`src/rtl/sm_pkg.sv`:
```
// -----------------------------------------------------------------------------
// sm_pkg
// Shared definitions for the sign-magnitude add/subtract pipeline.
//
// Contents:
//   SM_MAX_W       widest supported operand width (sign + magnitude)
//   s1_t           contents of the first pipeline stage register
//   sm_mag_mask    mask selecting the magnitude bits of an n-bit word
//   sm_sign        extract the sign bit of an n-bit sign-magnitude word
//   sm_mag         extract the magnitude bits of an n-bit sign-magnitude word
//   sm_norm_zero   rebuild an n-bit word from sign and magnitude, forcing
//                  a zero magnitude to +0 so -0 never leaves a helper
//
// Packages cannot take parameters. The helpers therefore work on words
// zero-extended to SM_MAX_W bits and take the real width n as an argument.
// The stage struct is sized for the widest case. Callers slice out the low
// bits they need.
// -----------------------------------------------------------------------------
package sm_pkg;

  localparam int SM_MAX_W = 32;

  // First-stage record: effective signs, the magnitude comparison and the
  // operands already put in (larger, smaller) order. The second stage can
  // then always add or subtract without another compare.
  typedef struct packed {
    logic                sign_a;
    logic                sign_b_eff;
    logic                a_ge_b;
    logic [SM_MAX_W-1:0] mag_big;
    logic [SM_MAX_W-1:0] mag_small;
  } s1_t;

  function automatic logic [SM_MAX_W-1:0] sm_mag_mask(input int n);
    return (32'h1 << (n - 1)) - 32'h1;
  endfunction

  function automatic logic sm_sign(input logic [SM_MAX_W-1:0] v, input int n);
    return |(v & (32'h1 << (n - 1)));
  endfunction

  function automatic logic [SM_MAX_W-1:0] sm_mag(input logic [SM_MAX_W-1:0] v,
                                                 input int n);
    return v & sm_mag_mask(n);
  endfunction

  // The sign bit is set only when the magnitude is non-zero. Every result
  // and every normalized operand is therefore +0 rather than -0.
  function automatic logic [SM_MAX_W-1:0] sm_norm_zero(input logic s,
                                                       input logic [SM_MAX_W-1:0] m,
                                                       input int n);
    logic [SM_MAX_W-1:0] mc;
    logic [SM_MAX_W-1:0] word;
    mc   = m & sm_mag_mask(n);
    word = mc;
    if (s && (mc != '0)) begin
      word = mc | (32'h1 << (n - 1));
    end
    return word;
  endfunction

endpackage

```
`src/rtl/sm_mag_alu.sv`:
```
// -----------------------------------------------------------------------------
// sm_mag_alu
// Combinational unsigned magnitude unit used by both pipeline stages.
//
// Parameters:
//   W        magnitude width (operand width minus the sign bit)
// Ports:
//   a, b     input  W   unsigned magnitudes
//   sum      output W   low W bits of a + b
//   carry    output 1   carry out of a + b (magnitude overflow)
//   diff     output W   a - b (meaningful when a >= b)
//   a_ge_b   output 1   a >= b
// -----------------------------------------------------------------------------
module sm_mag_alu
  import sm_pkg::*;
#(
  parameter int W = 3
) (
  input  logic [W-1:0] a,
  input  logic [W-1:0] b,
  output logic [W-1:0] sum,
  output logic         carry,
  output logic [W-1:0] diff,
  output logic         a_ge_b
);

  logic [W:0] sum_full;

  // One extra bit on the adder captures the carry that drives saturation.
  always_comb begin
    sum_full = {1'b0, a} + {1'b0, b};
    sum      = sum_full[W-1:0];
    carry    = sum_full[W];
    diff     = a - b;
    a_ge_b   = (a >= b);
  end

endmodule

```
`src/rtl/sm_addsub_pipe.sv`:
```
// -----------------------------------------------------------------------------
// sm_addsub_pipe
// Two-stage sign-magnitude adder/subtractor with valid/ready handshakes on
// both sides. A magnitude overflow saturates to all-ones and sets ovf.
//
// Parameters:
//   N          total width (sign in bit N-1), 2..32
// Ports:
//   clk        input  1   clock, rising edge
//   rst        input  1   synchronous active-high reset
//   in_valid   input  1   op_a/op_b/sub are valid
//   in_ready   output 1   an input is accepted this cycle
//   op_a       input  N   operand A, sign-magnitude
//   op_b       input  N   operand B, sign-magnitude
//   sub        input  1   0: A+B, 1: A-B
//   out_valid  output 1   res/ovf are valid
//   out_ready  input  1   the consumer takes the result this cycle
//   res        output N   result, sign-magnitude, never -0
//   ovf        output 1   saturated result (only while out_valid)
//
// Stage 1 registers the effective signs, the comparison and the ordered
// magnitudes. Stage 2 registers res/ovf. Each stage loads whenever it is
// empty or its contents move downstream in the same cycle. This collapses
// bubbles and gives a 2-deep buffer under backpressure.
// -----------------------------------------------------------------------------
module sm_addsub_pipe
  import sm_pkg::*;
#(
  parameter int N = 4
) (
  input  logic         clk,
  input  logic         rst,
  input  logic         in_valid,
  output logic         in_ready,
  input  logic [N-1:0] op_a,
  input  logic [N-1:0] op_b,
  input  logic         sub,
  output logic         out_valid,
  input  logic         out_ready,
  output logic [N-1:0] res,
  output logic         ovf
);

  localparam int W = N - 1;

  logic [SM_MAX_W-1:0] a_ext;
  logic [SM_MAX_W-1:0] b_ext;
  logic [SM_MAX_W-1:0] a_norm;
  logic [SM_MAX_W-1:0] b_norm;
  logic [SM_MAX_W-1:0] a_mag_full;
  logic [SM_MAX_W-1:0] b_mag_full;
  logic [W-1:0]        a_mag;
  logic [W-1:0]        b_mag;
  logic                a_sign;
  logic                b_sign_eff;

  logic                cmp_a_ge_b;
  logic [W-1:0]        cmp_sum_unused;
  logic [W-1:0]        cmp_diff_unused;
  logic                cmp_carry_unused;

  s1_t                 s1_d;
  s1_t                 s1_q;
  logic                s1_valid;

  logic [W-1:0]        big_q;
  logic [W-1:0]        small_q;
  logic [W-1:0]        alu_sum;
  logic [W-1:0]        alu_diff;
  logic                alu_carry;
  logic                alu_ge_unused;

  logic                same_sign;
  logic                res_sign;
  logic [W-1:0]        res_mag;
  logic [SM_MAX_W-1:0] res_mag_full;
  logic [SM_MAX_W-1:0] res_full;
  logic [N-1:0]        res_d;
  logic                ovf_d;

  logic                s2_valid;
  logic [N-1:0]        res_q;
  logic                ovf_q;
  logic                s2_advance;
  logic                unused_bits;

  // Bring both operands into helper width and normalize -0 to +0 first.
  // Subtraction is folded into B's sign, so stage 2 sees only an
  // add-or-subtract-magnitudes decision.
  always_comb begin
    a_ext      = SM_MAX_W'(op_a);
    b_ext      = SM_MAX_W'(op_b);
    a_norm     = sm_norm_zero(sm_sign(a_ext, N), sm_mag(a_ext, N), N);
    b_norm     = sm_norm_zero(sm_sign(b_ext, N), sm_mag(b_ext, N), N);
    a_mag_full = sm_mag(a_norm, N);
    b_mag_full = sm_mag(b_norm, N);
    a_mag      = a_mag_full[W-1:0];
    b_mag      = b_mag_full[W-1:0];
    a_sign     = sm_sign(a_norm, N);
    b_sign_eff = sm_sign(b_norm, N) ^ sub;
  end

  // Stage-1 comparator; only the ordering output is used here.
  sm_mag_alu #(.W(W)) u_cmp_alu (
    .a      (a_mag),
    .b      (b_mag),
    .sum    (cmp_sum_unused),
    .carry  (cmp_carry_unused),
    .diff   (cmp_diff_unused),
    .a_ge_b (cmp_a_ge_b)
  );

  // Build the stage-1 record. The magnitudes are ordered so that stage 2
  // subtracts in only one direction.
  always_comb begin
    s1_d                      = '0;
    s1_d.sign_a               = a_sign;
    s1_d.sign_b_eff           = b_sign_eff;
    s1_d.a_ge_b               = cmp_a_ge_b;
    s1_d.mag_big[W-1:0]       = cmp_a_ge_b ? a_mag : b_mag;
    s1_d.mag_small[W-1:0]     = cmp_a_ge_b ? b_mag : a_mag;
  end

  assign big_q   = s1_q.mag_big[W-1:0];
  assign small_q = s1_q.mag_small[W-1:0];

  // Stage-2 arithmetic on the ordered magnitudes.
  sm_mag_alu #(.W(W)) u_res_alu (
    .a      (big_q),
    .b      (small_q),
    .sum    (alu_sum),
    .carry  (alu_carry),
    .diff   (alu_diff),
    .a_ge_b (alu_ge_unused)
  );

  // With matching signs, add and saturate on carry while keeping the common
  // sign. With different signs, subtract smaller from larger and take the
  // larger operand's sign. Equal magnitudes give zero, which the normalize
  // step turns into +0.
  always_comb begin
    same_sign    = (s1_q.sign_a == s1_q.sign_b_eff);
    res_sign     = 1'b0;
    res_mag      = '0;
    ovf_d        = 1'b0;
    if (same_sign) begin
      res_sign = s1_q.sign_a;
      if (alu_carry) begin
        res_mag = '1;
        ovf_d   = 1'b1;
      end else begin
        res_mag = alu_sum;
      end
    end else begin
      res_sign = s1_q.a_ge_b ? s1_q.sign_a : s1_q.sign_b_eff;
      res_mag  = alu_diff;
    end
    res_mag_full = SM_MAX_W'(res_mag);
    res_full     = sm_norm_zero(res_sign, res_mag_full, N);
    res_d        = res_full[N-1:0];
  end

  // Stage 2 can take new data when empty or when its result leaves this
  // cycle. Stage 1 follows the same rule one level up. in_ready is held low
  // during reset.
  always_comb begin
    s2_advance = !s2_valid || out_ready;
    in_ready   = !rst && (!s1_valid || s2_advance);
  end

  // Pipeline registers. A bubble moving into stage 2 clears res/ovf, so
  // they read as zero whenever out_valid is low. While stage 2 is stalled,
  // its outputs are simply not written and stay stable.
  always_ff @(posedge clk) begin
    if (rst) begin
      s1_valid <= 1'b0;
      s1_q     <= '0;
      s2_valid <= 1'b0;
      res_q    <= '0;
      ovf_q    <= 1'b0;
    end else begin
      if (in_ready) begin
        s1_valid <= in_valid;
        if (in_valid) begin
          s1_q <= s1_d;
        end
      end
      if (s2_advance) begin
        s2_valid <= s1_valid;
        if (s1_valid) begin
          res_q <= res_d;
          ovf_q <= ovf_d;
        end else begin
          res_q <= '0;
          ovf_q <= 1'b0;
        end
      end
    end
  end

  assign out_valid = s2_valid;
  assign res       = res_q;
  assign ovf       = ovf_q & s2_valid;

  // The helpers work at the widest size. Bits above the real width are
  // always zero and are gathered here only so they are visibly consumed.
  assign unused_bits = ^{a_mag_full >> W, b_mag_full >> W,
                         s1_q.mag_big >> W, s1_q.mag_small >> W,
                         res_full >> N};

endmodule

```
`config.mk`:
```
export PLATFORM = sky130hd
export DESIGN_NAME = sm_addsub_pipe
export DESIGN_NICKNAME = d
export VERILOG_FILES = /design/src/rtl/sm_pkg.sv /design/src/rtl/sm_mag_alu.sv /design/src/rtl/sm_addsub_pipe.sv
export SDC_FILE = /design/constraint.sdc
export NUM_CORES = 1
export LEC_CHECK = 0
export CAP_MARGIN = 20
export CORE_MARGIN = 2
export CORE_UTILIZATION = 53
export CTS_CLUSTER_DIAMETER = 200
export DETAILED_ROUTE_END_ITERATION = 16
export HOLD_SLACK_MARGIN = 0.08
export PLACE_DENSITY = 0.91
export SLEW_MARGIN = 15
export SYNTH_ARGS = -nofsm -noshare
export SYNTH_HDL_FRONTEND = slang
export SYNTH_SLANG_ARGS = --single-unit
```
`constraint.sdc`:
```
create_clock -name clk -period 5.5 [get_ports clk]
set_clock_uncertainty 0.05 [all_clocks]
set_input_delay 0.55 -clock clk [delete_from_list [all_inputs] [get_ports clk]]
set_output_delay 0.55 -clock clk [all_outputs]
set_load 0.05 [all_outputs]
```
==> summary.md, run 1 <==
| Metric | Value |
|---|---|
| Class of the most critical hold timing path | flip-flop to flip-flop |
| Vias | 912 |
| Highest fanout seen on the critical path | 10 |
| Count of buffers from port buffering | 19 |
| Post-synthesis area per instance | 8.88 sq um |
| Worst r2r path cells | 7 |
| Clock sink total | 16 |
| Pin slew with the least headroom to its limit | 0.626 ns |
| WP data required | 4.90 ns |
| Total routing resource utilization after global routing | 22.0% |
| Arrival time reported for the critical path endpoint | 2.47 ns |
| Length of the first detailed-routing pass in iterations | 4 |
| DP Worst Slack | 2.46 ns |
| Die height | 48.1 microns |
| Total congestion overflow | 0 |
| Most common library cell in the layout ignoring fill and taps | sky130_fd_sc_hd__clkdlybuf4s50_1 |
| Clock latency of the later-clocked register in the worst-skew pair | 0.29 ns |
| Total number of H-tree levels | 1 |
| Netlist area before placement | 1030 sq um |
| Area of the core | 1780 sq um |
| Clock buffers created by TritonCTS | 3 |
| Peak Freq | 0.326 GHz |
| Diodes inserted | 0 |
| Die Outline Area | 2310 sq um |
| Leakage | 0.482 nW |
| Antenna Nets Post-Route | 0 |
| Chip width | 48.1 microns |
| Routed WL per cell | 13.1 microns |
| Commonest non-fill, non-tap cells in the layout | sky130_fd_sc_hd__clkdlybuf4s50_1 (19), sky130_fd_sc_hd__nand2_1 (16), sky130_fd_sc_hd__dfxtp_1 (16) |
| Post-layout minimum cycle time | 3.07 ns |
| Clock input transition at the sequential cells of the worst setup and hold paths | 0.10 ns |
| Most prevalent standard cell on the critical path | sky130_fd_sc_hd__clkdlybuf4s50_1 |
| Status | completed |
| Drt via density | 5.74 |
| Flop and latch count out of synthesis | 16 |
| Hold path depth | 2 |
| Distinct cell type count after synthesis | 36 |
| Final setup violation count | 0 |
| Number of global-route vias before repair | 790 |
| Filler Cells Inserted | 136 |
| CTS tree | built |
| Starting utilization of the core area | 57.8% |
| First-pass GRT wire length | 3420 microns |
| RSZ-0062 raised after global routing | false |
| Count of pins on the block boundary | 20 |
| Source of the worst register-to-register timing path | s1_q[0] |
| Total Negative Setup Slacks | 0 ns |
| Crit path launch | out_ready |
| Worst min-delay path endpoint | res[0] |
| Number of pins with negative max-slew slack in the final report | 0 |
| Total nets after synthesis | 139 |
| Yosys warning count | 0 |
| Ys flop type | sky130_fd_sc_hd__dfxtp_1 |
| Crit-path cells | clkdlybuf4s50_1 > nor2b_1 > and2_1 > nor2_1 > clkdlybuf4s50_1 |
| Max-cap violation count | 0 |
| Count of routing violations after the opening detailed-route iteration | 22 |
| Final cell count without fillers | 159 |
| Critical-path top delay cell | sky130_fd_sc_hd__clkdlybuf4s50_1 |
| Routed wire length | 2090 microns |
| Share of the yosys chip area belonging to registers | 31.1% |
| Synth Instances | 116 |
| Clock tree root driver cell | sky130_fd_sc_hd__clkbuf_4 |
| Ys async rst share | 0% |
| Worst hold path startpoint | res[0] |
| Max stage delay on crit path | 0.71 ns |
| Buffer levels on the longest clock path | 2 |
| Setup Fix Bufs, Post-CTS | 0 |
| CP endpoint kind | output pin |
| DP Cell Count | 155 |
| # nets final | 158 |
| WS Path Type | input port to output pin |
| Final estimated routing congestion in global placement | 0.805 |
| Worst reg2reg endpoint | res[3] |
| Residual DRC | 0 |
| Element type at the critical path start | input port |
| CTS hold repair buffers | 0 |
| Slew Limit Headroom | 58.2% |
| Signed area change from the synthesized netlist to the final layout | 20.9% |
| Resized Gates After CTS | 0 |
| Reg-to-reg setup timing slack | 3.64 ns |
| Period Utilization, post-route | 55.8% |
| Layout cell share with drive strength beyond 1 | 9.70% |
| Maximum number of pins on one net before global-route repair | 20 |
| Placed wire-length estimate after detailed placement | 1600 microns |
| Final setup slack of the worst path | 2.43 ns |
| Power density of the placed cells | 241 nW/um^2 |
| VDD IR max | 169 uV |
| Initial antenna violation count | 0 |
| Count of flip-flops with a built-in enable after synthesis | 0 |
| Number of standard-cell rows in the floorplan | 15 |
| Count of endpoints failing hold in the final timing report | 0 |
[cell usage after synthesis, drive strengths merged, types with 3 or more instances]
cell type	instances	area, sq um
ha	8	100
a21oi	5	28.8
nand3	5	25.0
nand2	16	60.1
buf	5	42.5
o21ai	4	20.0
nor2	8	30.0
o2111ai	6	52.6
xor2	3	33.8
o221ai	6	65.1
dfxtp	16	320
inv	13	48.8
[power breakdown]
part	internal, W	switching (W)	leakage [nW]
logic	0.0000383	0.0000511	0.330
registers	0.000125	0.00000734	0.131
clock network	0.0000403	0.0000380	0.0210
[flip-flops by register name (all words and copies together) (netlist names)]
register	cells
big_q	3
out_valid	1
ovf_q	1
res	4
s1_q	6
s1_valid	1
[worst max path at each step]
stage | end | slack (ns) | cells past startpoint
5_1_grt | in_ready | 2.32 | 5
3_5_place_dp | in_ready | 2.46 | 5
4_1_cts | in_ready | 2.45 | 5
3_3_place_gp | in_ready | 2.48 | 5
6_report | in_ready | 2.43 | 5
2_1_floorplan | in_ready | 3.26 | 4
[per-stage QoR]
step	util [%]	hold slack, ns	cell area, sq um	power [W]
after floorplan	-	0.396	1030	0.000198
after global placement	67.8	0.401	1210	0.000219
after detailed placement	67.8	0.404	1210	0.000224
after CTS	69.8	0.418	1240	0.000301
after global routing	69.8	0.457	1240	0.000319
final	69.8	0.414	1240	0.000300
[worst max-delay path, delay by kind of cell]
family	cells	cell delay, ns
simple gates	3	0.80
buf+inv	2	1.12
[metal layers]
layer  vias up  track usage (%)  part of all wire, %  wire (microns)
li1        457                -                    -               -
met1       423             27.0                   43             893
met2        26             37.1                   51            1070
met3         6             2.26                  3.3              69
met4         0             13.0                  2.4              50
met5         -                0                    0               0
[logic make-up (layout without fill, tap and decap cells)]
| family | Yosys count | count (layout) | synth area share, % |
|---|---|---|---|
| and+or+nand+nor | 37 | 37 | 16.8 |
| muxes | 1 | 1 | 1.09 |
| xor gates and xnor gates | 4 | 4 | 4.13 |
| buffers and inverters | 18 | 36 | 8.87 |
| AOI/OAI and AO/OA | 30 | 30 | 24.4 |
| DFF | 16 | 16 | 31.1 |
| adders and majority gates | 10 | 10 | 13.6 |
[final cells by class]
cell class,count,area (sq um),share of cell area [%]
well taps,25,31.3,2.51
repair buffers,19,190,15.3
clock buffers,4,36.3,2.91
inverters,13,48.8,3.92
flip-flops and latches,16,320,25.7
multi-input cells,82,618,49.6
Power figures use the tool's default switching activity.
==> run 2: changes to the inputs <==
CORE_UTILIZATION = 45   (was 53)
PLACE_DENSITY = 0.84   (was 0.91)
clock period = 2.7 ns   (was 5.5 ns; I/O delays follow)
==> summary.md, run 2 (synthesis gave the netlist of run 1 again) <==
| Metric | Value |
|---|---|
| Status | completed (unchanged) |
| Length of the first detailed-routing pass in iterations | 4 (unchanged) |
| Diodes inserted | 0 (unchanged) |
| Maximum number of pins on one net before global-route repair | 13 (was 20) |
| Chip width | 51.8 microns (was 48.1 microns) |
| Antenna Nets Post-Route | 0 (unchanged) |
| Pin slew with the least headroom to its limit | 0.497 ns (was 0.626 ns) |
| Starting utilization of the core area | 47.0% (was 57.8%) |
| WP data required | 2.38 ns (was 4.90 ns) |
| Peak Freq | 0.458 GHz |
| Vias | 891 (was 912) |
| Number of pins with negative max-slew slack in the final report | 0 (unchanged) |
| Worst r2r path cells | 7 (unchanged) |
| VDD IR max | 378 uV (was 169 uV) |
| Total number of H-tree levels | 1 (unchanged) |
| Leakage | 0.492 nW (was 0.482 nW) |
| Max reg flops | 6 (unchanged) |
| Total routing resource utilization after global routing | 19.3% (was 22.0%) |
| Top reg by flops | s1_q (unchanged) |
| CP endpoint kind | output pin (unchanged) |
| Initial antenna violation count | 0 (unchanged) |
| Count of endpoints failing hold in the final timing report | 0 (unchanged) |
| Final estimated routing congestion in global placement | 0.833 (was 0.805) |
| Final setup violation count | 0 (unchanged) |
| Clock sink total | 16 (unchanged) |
| Highest fanout seen on the critical path | 2 (was 10) |
| Slew Limit Headroom | 66.8% (was 58.2%) |
| Die Outline Area | 2690 sq um (was 2310 sq um) |
| Die height | 51.8 microns (was 48.1 microns) |
| First-pass GRT wire length | 3940 microns (was 3420 microns) |
| # nets final | 160 (was 158) |
| Max-cap violation count | 0 (unchanged) |
| Number of global-route vias before repair | 878 (was 790) |
| RSZ-0062 raised after global routing | false (unchanged) |
| Final standard cell utilization of the core | 57.7% (was 69.8%) |
| Drt via density | 5.43 (was 5.74) |
| Placed wire-length estimate after detailed placement | 1660 microns (was 1600 microns) |
| Power density of the placed cells | 480 nW/um^2 (was 241 nW/um^2) |
| Most common library cell in the layout ignoring fill and taps | sky130_fd_sc_hd__clkdlybuf4s50_1 (unchanged) |
| Routed wire length | 2070 microns (was 2090 microns) |
| Layout cell share with drive strength beyond 1 | 11.0% (was 9.70%) |
| Count of routing violations after the opening detailed-route iteration | 30 (was 22) |
| Total congestion overflow | 0 (unchanged) |
| Clock input transition at the sequential cells of the worst setup and hold paths | 0.09 ns (was 0.10 ns) |
| Count of buffers from port buffering | 19 (unchanged) |
| Period Utilization, post-route | 80.9% |
| Area of the core | 2190 sq um (was 1780 sq um) |
| Routed WL per cell | 12.6 microns (was 13.1 microns) |
| Count of pins on the block boundary | 20 (unchanged) |
| Buffer levels on the longest clock path | 2 (unchanged) |
| Hold path depth | 2 (unchanged) |
| Arrival time reported for the critical path endpoint | 1.86 ns (was 2.47 ns) |
| Clock latency of the later-clocked register in the worst-skew pair | 0.28 ns (was 0.29 ns) |
| CTS tree | built (unchanged) |
| CTS hold repair buffers | 0 (unchanged) |
| Setup Fix Bufs, Post-CTS | 0 (unchanged) |
| Element type at the critical path start | input port (unchanged) |
| Clock tree root driver cell | sky130_fd_sc_hd__clkbuf_4 (unchanged) |
| Residual DRC | 0 (unchanged) |
| Class of the most critical hold timing path | flip-flop to flip-flop (unchanged) |
| Commonest non-fill, non-tap cells in the layout | sky130_fd_sc_hd__clkdlybuf4s50_1 (19), sky130_fd_sc_hd__nand2_1 (16), sky130_fd_sc_hd__dfxtp_1 (16) (unchanged) |
| Signed area change from the synthesized netlist to the final layout | 22.7% (was 20.9%) |
| Number of standard-cell rows in the floorplan | 17 (was 15) |
| Worst Hold Margin | 0.421 ns (was 0.414 ns) |
| Resized Gates After CTS | 0 (unchanged) |
| Clock buffers created by TritonCTS | 3 (unchanged) |
| Post-layout minimum cycle time | 2.18 ns |
| Total Negative Setup Slacks | 0 ns (unchanged) |
| WS Path Type | input port to output pin (unchanged) |
[run 2: through the flow]
step           area (sq um)  setup WS [ns]  power, W  std cells
3_3_place_gp           1230          0.545  0.000448        160
2_1_floorplan          1030          0.740  0.000403        116
5_1_grt                1260          0.436  0.000646        164
4_1_cts                1260          0.513  0.000612        164
3_5_place_dp           1230          0.487  0.000458        160
6_report               1260          0.517  0.000606        164
[run 2: layer usage]
metal	vias to the layer above	track usage, %	wire [microns]
met2	27	33.3	1060
met5	-	0	0
met3	2	2.87	102
li1	454	-	-
met4	0	6.58	31
met1	408	24.4	877
[run 2: final cells by class]
type	count	area, sq um
clock buffers	4	36.3
fillers	204	927
inverters	13	48.8
multi-input cells	82	618
flip-flops and latches	16	320
well taps	28	35.0
repair buffers	21	205
[run 2: worst max-delay path: stages]
cell	delay, ns
sky130_fd_sc_hd__clkdlybuf4s50_1	0.48
sky130_fd_sc_hd__nor2b_1	0.06
sky130_fd_sc_hd__and2_1	0.16
sky130_fd_sc_hd__nor2_1	0.08
sky130_fd_sc_hd__clkdlybuf4s50_1	0.81
[run 2: power breakdown]
group	switching (W)	internal (W)	total (W)	leakage, nW
Sequential	0.0000149	0.000254	0.000269	0.131
Combinational	0.000104	0.0000793	0.000183	0.340
Clock	0.0000719	0.0000819	0.000154	0.0210
Total	0.000191	0.000416	0.000606	0.492
[run 2: worst paths after layout]
kind | startpoint | endpoint | slack [ns]
max | out_ready | in_ready | 0.52
max reg2reg | s1_q[0] | res[3] | 0.81
min | res[0] | res[0] | 0.42
min reg2reg | res[0] | res[0] | 0.42
